$ cat config.mk
export PLATFORM = sky130hd
export DESIGN_NAME = ghost_hit_monitor
export DESIGN_NICKNAME = d
export VERILOG_FILES = /design/src/rtl/ghost_hit_monitor.sv
export SDC_FILE = /design/constraint.sdc
export NUM_CORES = 1
export LEC_CHECK = 0
export CAP_MARGIN = 20
export CORE_MARGIN = 1.5
export CORE_UTILIZATION = 46
export CTS_CLUSTER_DIAMETER = 40
export CTS_CLUSTER_SIZE = 40
export DETAILED_ROUTE_END_ITERATION = 8
export GPL_ROUTABILITY_DRIVEN = 0
export PLACE_DENSITY = 0.75
export SYNTH_ARGS = -nofsm -noshare
export SYNTH_HDL_FRONTEND = slang
export SYNTH_SLANG_ARGS = --single-unit
$ cat constraint.sdc
create_clock -name clk -period 5.52 [get_ports clk]
set_input_delay 1.104 -clock clk [delete_from_list [all_inputs] [get_ports clk]]
set_output_delay 1.104 -clock clk [all_outputs]
set_load 0.03 [all_outputs]
$ cat src/rtl/ghost_hit_monitor.sv
// Latches pixel-exact Yoshi/crazy-ghost overlap over each frame and applies
// damage at the frame boundary: lives, invulnerability blink window, game over.
module ghost_hit_monitor #(
    parameter int LIVES_INIT   = 3,
    parameter int INV_FRAMES   = 120,
    parameter int BLINK_FRAMES = 8,
    parameter int MAX_X        = 640,
    parameter int MAX_Y        = 480
) (
    input  logic       clk,
    input  logic       reset,
    input  logic [9:0] x,
    input  logic [9:0] y,
    input  logic       yoshi_on,
    input  logic       ghost_crazy_on,
    input  logic       start,
    output logic [1:0] lives,
    output logic       hit,
    output logic       invuln,
    output logic       blink,
    output logic       game_over
);

    typedef enum logic [1:0] {
        PLAY   = 2'd0,
        INVULN = 2'd1,
        OVER   = 2'd2
    } state_t;

    localparam logic [9:0] X_LIMIT    = 10'(MAX_X);
    localparam logic [9:0] Y_LIMIT    = 10'(MAX_Y);
    localparam logic [1:0] LIVES_LOAD = 2'(LIVES_INIT);
    localparam logic [7:0] INV_LOAD   = 8'(INV_FRAMES);
    localparam logic [7:0] BLINK_WRAP = 8'(BLINK_FRAMES);

    state_t     state;
    state_t     state_next;
    logic       y480_reg;
    logic       coll_reg;
    logic [7:0] inv_cnt;
    logic [7:0] blink_cnt;

    logic       frame_tick;
    logic       overlap_vis;
    logic       damage;
    logic [7:0] blink_cnt_inc;

    logic       coll_next;
    logic [1:0] lives_next;
    logic       hit_next;
    logic       blink_next;
    logic [7:0] inv_cnt_next;
    logic [7:0] blink_cnt_next;

    // The first clock with y on the boundary line marks the frame edge, so a
    // y value held for several clocks still yields a single tick.
    assign frame_tick    = (y == Y_LIMIT) && !y480_reg;
    assign overlap_vis   = yoshi_on && ghost_crazy_on && (x < X_LIMIT) && (y < Y_LIMIT);
    assign damage        = (state == PLAY) && frame_tick && coll_reg;
    assign blink_cnt_inc = blink_cnt + 8'd1;

    always_ff @(posedge clk) begin
        if (reset) begin
            state     <= PLAY;
            y480_reg  <= 1'b0;
            coll_reg  <= 1'b0;
            inv_cnt   <= 8'd0;
            blink_cnt <= 8'd0;
            lives     <= LIVES_LOAD;
            hit       <= 1'b0;
            invuln    <= 1'b0;
            blink     <= 1'b0;
            game_over <= 1'b0;
        end else begin
            state     <= state_next;
            y480_reg  <= (y == Y_LIMIT);
            coll_reg  <= coll_next;
            inv_cnt   <= inv_cnt_next;
            blink_cnt <= blink_cnt_next;
            lives     <= lives_next;
            hit       <= hit_next;
            invuln    <= (state_next == INVULN);
            blink     <= blink_next;
            game_over <= (state_next == OVER);
        end
    end

    always_comb begin
        state_next = state;
        case (state)
            PLAY: begin
                if (damage) begin
                    state_next = (lives <= 2'd1) ? OVER : INVULN;
                end
            end
            INVULN: begin
                if (frame_tick && (inv_cnt <= 8'd1)) begin
                    state_next = PLAY;
                end
            end
            OVER: begin
                if (start) begin
                    state_next = PLAY;
                end
            end
            default: state_next = PLAY;
        endcase
    end

    // The latch is evaluated by the FSM on the tick edge and cleared on that
    // same edge; overlap can never coincide with a tick because of the mask.
    always_comb begin
        coll_next      = frame_tick ? 1'b0 : (coll_reg || overlap_vis);
        lives_next     = lives;
        hit_next       = 1'b0;
        blink_next     = blink;
        inv_cnt_next   = inv_cnt;
        blink_cnt_next = blink_cnt;
        case (state)
            PLAY: begin
                if (damage) begin
                    hit_next       = 1'b1;
                    lives_next     = (lives == 2'd0) ? 2'd0 : lives - 2'd1;
                    inv_cnt_next   = INV_LOAD;
                    blink_cnt_next = 8'd0;
                    blink_next     = 1'b0;
                end
            end
            INVULN: begin
                if (frame_tick) begin
                    inv_cnt_next = (inv_cnt == 8'd0) ? 8'd0 : inv_cnt - 8'd1;
                    if (inv_cnt <= 8'd1) begin
                        blink_next = 1'b0;
                    end else if (blink_cnt_inc >= BLINK_WRAP) begin
                        blink_cnt_next = 8'd0;
                        blink_next     = !blink;
                    end else begin
                        blink_cnt_next = blink_cnt_inc;
                    end
                end
            end
            OVER: begin
                lives_next = 2'd0;
                if (start) begin
                    lives_next = LIVES_LOAD;
                    coll_next  = 1'b0;
                end
            end
            default: begin
                lives_next = LIVES_LOAD;
            end
        endcase
    end

endmodule

==> reports/qor.csv, run 1 <==
stage;metric;value;unit
cells_and_area;n_diodes;0;
route;DRT Wirelength;3030;um
power_and_ir_drop;power share of the clock group;39.1;%
setup_path;crit-path max FO;12;
global_route;number of global-route vias before repair;1185;
timing;Worst Skew;0.00291;ns
hold_path;Hold/Removal Path Class;reg2reg;
yosys;Syn. warnings;0;
yosys;Mapped Avg Cell Area;8.33;sq um
timing;RSZ-0062 raised after global routing;false;
route;vias post-DR;1222;
cells_and_area;share of layout cells above drive strength 1;6.29;%
floorplanning;initial core utilization;47.6;%
power_and_ir_drop;Lkg Pwr;0.587;nW
yosys;leading area contributor after synthesis;dfxtp_1;
power_and_ir_drop;Net Sw Power;0.0672;mW
place;Placed Area;1530;sq um
clock_tree;CTS tree;built;
yosys;syn nets;184;
global_route;total gr overflow;0;
floorplanning;full die area;3130;sq um
clock_tree;Root Buffer;clkbuf_4;
power_and_ir_drop;internal power;0.274;mW
yosys;sequential area share after synthesis;40.3;%
yosys;Post-Syn Area;1290;sq um
timing;Final Cycle Share;59.3;%
yosys;Netlist cell types;42;
global_route;initial antenna violation count;0;
floorplanning;Core Region;2710;sq um
setup_path;Worst Path Arrival;3.53;ns
power_and_ir_drop;Logic pwr share;5.7;%
timing;relative slew slack;50.5;%
status;run status;completed;
timing;setup violators final;0;
setup_path;Crit Path Class;in2reg;
clock_tree;post-CTS sizing;0;
yosys;synthesized instance count;155;
power_and_ir_drop;Worst VDD drop;0.169;mV
clock_tree;Clock Latency Late Sink;0.32;ns
cells_and_area;fin area;1590;sq um
place;DP HPWL;2150;um
yosys;share of the synthesized area in the top cell type;40.3;%
clock_tree;Post-CTS Hold Buffers;0;
route;Via density;5.93;
timing;Final Critical Period;3.27;ns
yosys;synth top area cells;dfxtp_1 (40%), a21oi_1 (5.4%), nor2_1 (5.2%);
floorplanning;Die X;56.0;um
yosys;Synth Register Bits;26;
yosys;Post-synth top cells;dfxtp_1 (26), nor2_1 (18), a21oi_1 (14), nor3_1 (10), nand2_1 (9);
route;Wirelength per Cell;14.7;um
clock_tree;number of CTS-inserted buffers;3;
timing;setup TNS;0;ns
yosys;number of synthesized flops with an enable pin;0;
floorplanning;Core Rows;19;
global_route;first-pass GRT wire length;5200;um
global_route;largest net degree at the start of global routing;21;
timing;Max Freq;0.306;GHz
cells_and_area;Synth-to-Final Area Change;22.8;%
power_and_ir_drop;sw frac;19.7;%
run;maxcap violations;0;
clock_tree;# H-tree levels;1;
global_route;All-Layer GR Usage;20.1;%
route;DRC violation count after routing;0;
route;DRT iter0 DRCs;32;
yosys;Post-synth ARST share;0;%
floorplanning;Top Ports;31;
clock_tree;Clock transition at path regs;0.15;ns
setup_path;Worst Path Required;5.77;ns
timing;Hold Vio Cnt, Final;0;
power_and_ir_drop;Pwr Density;215;nW/um^2
yosys;top-count cell post-synth;dfxtp_1;
route;DR pass1 iterations;4;
route;Post-DRT Antenna Nets;0;
cells_and_area;Largest regs;blink_cnt x8, inv_cnt x8;
power_and_ir_drop;Sequential Power Share;55.2;%
yosys;ys flop type;dfxtp_1;
cells_and_area;Post-layout nets;205;
clock_tree;postcts setup bufs;0;
clock_tree;CTS max path bufs;2;
setup_path;Worst Setup Start Kind;input pin;
setup_path;CP Capture Type;flop;
timing;measured slew at the worst slew-check pin;0.740;ns
place;number of I/O port buffers;23;
timing;Final Max Tran Viols;0;
floorplanning;Die Height;56.0;um
clock_tree;Sink Count;26;
## cells in the final DEF (no fill, tap or decap), types with 2 or more instances in the layout
cell type and count:
ha_1 4, or3_1 2, inv_1 4, and3_1 6, o21ai_0 4, nand4_1 2, or2_2 2, a211oi_1 4
clkbuf_4 3, a21oi_1 14, nor4_1 2, nor2_1 18, nand2_1 9, a31oi_1 2, clkdlybuf4s50_1 23, nand2b_1 3
and2_1 5, o21a_1 3, nor2b_1 4, a31o_2 3, a311oi_1 2, nor3_1 10, dfxtp_1 26
## power by group through the flow
stage	sequential, mW	clock (mW)	combinational [mW]
after floorplan	0.192	0	0.00540
after global placement	0.192	0	0.0184
after detailed placement	0.192	0	0.0193
after CTS	0.188	0.135	0.0194
after global routing	0.188	0.142	0.0211
final	0.188	0.133	0.0193
## worst paths after layout
kind	from	to	slack, ns	depth (start not counted)
max	y[0]	blink	2.25	6
min	blink_cnt[5]	blink_cnt[5]	0.50	1
max reg2reg	y480_reg	blink	3.22	5
min reg2reg	blink_cnt[5]	blink_cnt[5]	0.50	1
## per-layer routing
| metal | track usage, % | vias up | wire [um] |
|---|---|---|---|
| li1 | - | 612 | - |
| met1 | 26.8 | 575 | 1390 |
| met2 | 33.9 | 31 | 1480 |
| met3 | 2.56 | 4 | 131 |
| met4 | 6.12 | 0 | 33 |
| met5 | 0 | - | 0 |
## cells by family after synthesis
logic type | after synthesis | synth area share (%)
flip-flops | 26 | 40.3
multiplexers | 2 | 1.65
XOR/XNOR | 1 | 0.678
buffers and inverters | 11 | 3.29
AND/OR/NAND/NOR | 68 | 27.5
adder cells (fa/ha/maj) | 4 | 3.88
AO/OA/AOI/OAI | 43 | 22.7
## cell type report
class	instances	area [sq um]
Multi-Input combinational cell	118	728
Clock buffer	3	22.5
Tap cell	31	38.8
Sequential cell	26	520
Timing Repair Buffer	23	230
Clock inverter	1	30.0
Fill cell	255	1120
Inverter	4	15.0
## critical path, cell delays in order
cell             delay (ns)
clkdlybuf4s50_1        0.40
nor3_1                 0.27
nand4_1                0.45
or3_1                  0.61
or4b_1                 0.54
o22ai_1                0.15
## stage by stage
step	util (%)	total power, mW	std cells	hold slack (ns)	setup WS (ns)
2_1_floorplan	-	0.198	155	0.437	2.91
6_report	58.5	0.341	206	0.503	2.25
3_5_place_dp	56.6	0.212	202	0.458	1.92
4_1_cts	58.5	0.342	206	0.504	2.27
5_1_grt	58.5	0.352	206	0.536	2.09
3_3_place_gp	56.6	0.211	202	0.459	1.98
Note: power is estimated with default switching activity, not from simulation.
==> run 2: changes to the inputs <==
--- a/config.mk
+++ b/config.mk
@@ -7,7 +7,7 @@
 export LEC_CHECK = 0
 export CAP_MARGIN = 20
 export CORE_MARGIN = 1.5
-export CORE_UTILIZATION = 46
+export CORE_UTILIZATION = 44
 export CTS_CLUSTER_DIAMETER = 40
 export CTS_CLUSTER_SIZE = 40
 export DETAILED_ROUTE_END_ITERATION = 8
==> constraint.sdc (replaced) <==
create_clock -name clk -period 2.6 [get_ports clk]
set_input_delay 0.52 -clock clk [delete_from_list [all_inputs] [get_ports clk]]
set_output_delay 0.52 -clock clk [all_outputs]
set_load 0.03 [all_outputs]
==> reports/qor.csv, run 2 (synthesis results as in run 1) <==
stage;metric;value;unit;change
timing;setup violators final;0;;unchanged
cells_and_area;most common cell after layout, fill and taps aside;dfxtp_1;;unchanged
floorplanning;Top Ports;31;;unchanged
cells_and_area;Largest regs;blink_cnt x8, inv_cnt x8;;unchanged
setup_path;delay-heaviest family, CP;simple AND/OR/NAND/NOR gates;;unchanged
route;DRT iter0 DRCs;56;;was 32
route;Post-DRT Antenna Nets;0;;unchanged
place;Placed Area;1570;sq um;was 1530 sq um
cells_and_area;n_diodes;0;;unchanged
clock_tree;postcts setup bufs;0;;unchanged
clock_tree;Post-CTS Hold Buffers;0;;unchanged
route;DRT Wirelength;2950;um;was 3030 um
setup_path;Worst Path Arrival;2.38;ns;was 3.53 ns
clock_tree;Clock transition at path regs;0.14;ns;was 0.15 ns
timing;setup TNS;0;ns;unchanged
clock_tree;post-CTS sizing;0;;unchanged
setup_path;Worst Setup Start Kind;flop;;was input pin
cells_and_area;share of layout cells above drive strength 1;8.89;%;was 6.29%
route;vias post-DR;1233;;was 1,222
floorplanning;initial core utilization;46.4;%;was 47.6%
timing;relative slew slack;64.7;%;was 50.5%
place;number of I/O port buffers;23;;unchanged
setup_path;crit-path max FO;7;;was 12
global_route;largest net degree at the start of global routing;15;;was 21
clock_tree;Sink Count;26;;unchanged
power_and_ir_drop;Worst VDD drop;0.247;mV;was 0.169 mV
timing;measured slew at the worst slew-check pin;0.530;ns;was 0.740 ns
timing;Final Max Tran Viols;0;;unchanged
clock_tree;# H-tree levels;1;;unchanged
route;Wirelength per Cell;14.0;um;was 14.7 um
setup_path;slowest CP cell;or4b_1;;was or3_1
timing;RSZ-0062 raised after global routing;false;;unchanged
clock_tree;number of CTS-inserted buffers;3;;unchanged
global_route;All-Layer GR Usage;20.1;%;about the same
timing;Max Freq;0.472;GHz;
timing;Hold WS;0.498;ns;was 0.503 ns
route;DRC violation count after routing;0;;unchanged
global_route;number of global-route vias before repair;1219;;was 1,185
timing;Final WS setup;0.479;ns;was 2.25 ns
timing;Final Critical Period;2.12;ns;
cells_and_area;Synth-to-Final Area Change;24.4;%;was 22.8%
floorplanning;Core Rows;19;;unchanged
setup_path;Crit Path Class;reg2reg;;was in2reg
route;DR pass1 iterations;4;;unchanged
clock_tree;Clock Latency Late Sink;0.32;ns;about the same
setup_path;buffers and inverters on the worst path;2;;was 1
floorplanning;full die area;3270;sq um;was 3130 sq um
cells_and_area;Layout Utilization;57.8;%;was 58.5%
clock_tree;CTS max path bufs;2;;unchanged
hold_path;Hold/Removal Path Class;reg2reg;;unchanged
setup_path;worst-path cell chain;inv_1 -> ha_1 -> or2_2 -> a31oi_1 -> buf_4 -> or4b_1 -> o22ai_1;;was clkdlybuf4s50_1 -> nor3_1 -> nand4_1 -> or3_1 -> or4b_1 -> o22ai_1
timing;Hold Vio Cnt, Final;0;;unchanged
clock_tree;CTS tree;built;;unchanged
clock_tree;Root Buffer;clkbuf_4;;unchanged
global_route;first-pass GRT wire length;5200;um;about the same
power_and_ir_drop;Pwr Density;402;nW/um^2;was 215 nW/um^2
cells_and_area;fin area;1610;sq um;was 1590 sq um
global_route;total gr overflow;0;;unchanged
cells_and_area;Post-layout nets;210;;was 205
cells_and_area;most frequent cells in the layout;dfxtp_1 (26), clkdlybuf4s50_1 (23), nor2_1 (18), a21oi_1 (14), nor3_1 (10);;unchanged
run;maxcap violations;0;;unchanged
setup_path;Crit path largest cell delay;0.43;ns;was 0.61 ns
timing;Worst Skew;0.00626;ns;was 0.00291 ns
place;DP HPWL;2270;um;was 2150 um
setup_path;CP Capture Type;flop;;unchanged
place;Place WS;0.179;ns;was 1.92 ns
setup_path;Worst Path Required;2.86;ns;was 5.77 ns
floorplanning;Core Region;2780;sq um;was 2710 sq um
timing;Final Cycle Share;81.6;%;
global_route;initial antenna violation count;0;;unchanged
status;run status;completed;;unchanged
route;Via density;5.84;;was 5.93
power_and_ir_drop;Lkg Pwr;0.604;nW;was 0.587 nW
floorplanning;Die Height;57.2;um;was 56.0 um
floorplanning;Die X;57.2;um;was 56.0 um
[run 2: changes by cell type in the layout (fill, tap and decap cells not counted)]
cell,before,now
buf_4,0,5
bufinv_16,1,0
clkbuf_8,0,1
[run 2: final cells by class]
| class | instances | area (sq um) |
|---|---|---|
| fill | 244 | 1170 |
| multi-input combinational | 118 | 728 |
| sequential | 26 | 520 |
| timing repair buffer | 28 | 268 |
| tap | 31 | 38.8 |
| clock buffer | 4 | 36.3 |
| inverter | 4 | 15.0 |
[run 2: routing by layer]
metal,vias up,routed length (um),GRT usage (%)
li1,617,-,-
met1,569,1300,23.9
met2,35,1440,35.3
met3,12,111,2.27
met4,0,86,10.6
met5,-,0,0
[run 2: per-stage QoR]
stage | cells | total power [mW]
after floorplan | 155 | 0.420
after global placement | 207 | 0.449
after detailed placement | 207 | 0.450
after CTS | 211 | 0.654
after global routing | 211 | 0.675
final | 211 | 0.646
[run 2: final timing paths]
check	cells after the start	start	end	slack (ns)
setup / recovery	7	inv_cnt[0]	blink	0.48
hold / removal	1	blink_cnt[5]	blink_cnt[5]	0.50
setup reg to reg	7	inv_cnt[0]	blink	0.48
hold reg to reg	1	blink_cnt[5]	blink_cnt[5]	0.50
[run 2: power by group]
part,switching (mW),internal [mW],total (mW)
clock,0.118,0.0857,0.204
combinational,0.0151,0.0271,0.0421
sequential,0.000538,0.399,0.400
total,0.134,0.512,0.646
[run 2: worst register-to-register path: stages (launching register included)]
cell	delay [ns]
dfxtp_1	0.42
inv_1	0.11
ha_1	0.29
or2_2	0.32
a31oi_1	0.18
buf_4	0.16
or4b_1	0.43
o22ai_1	0.15
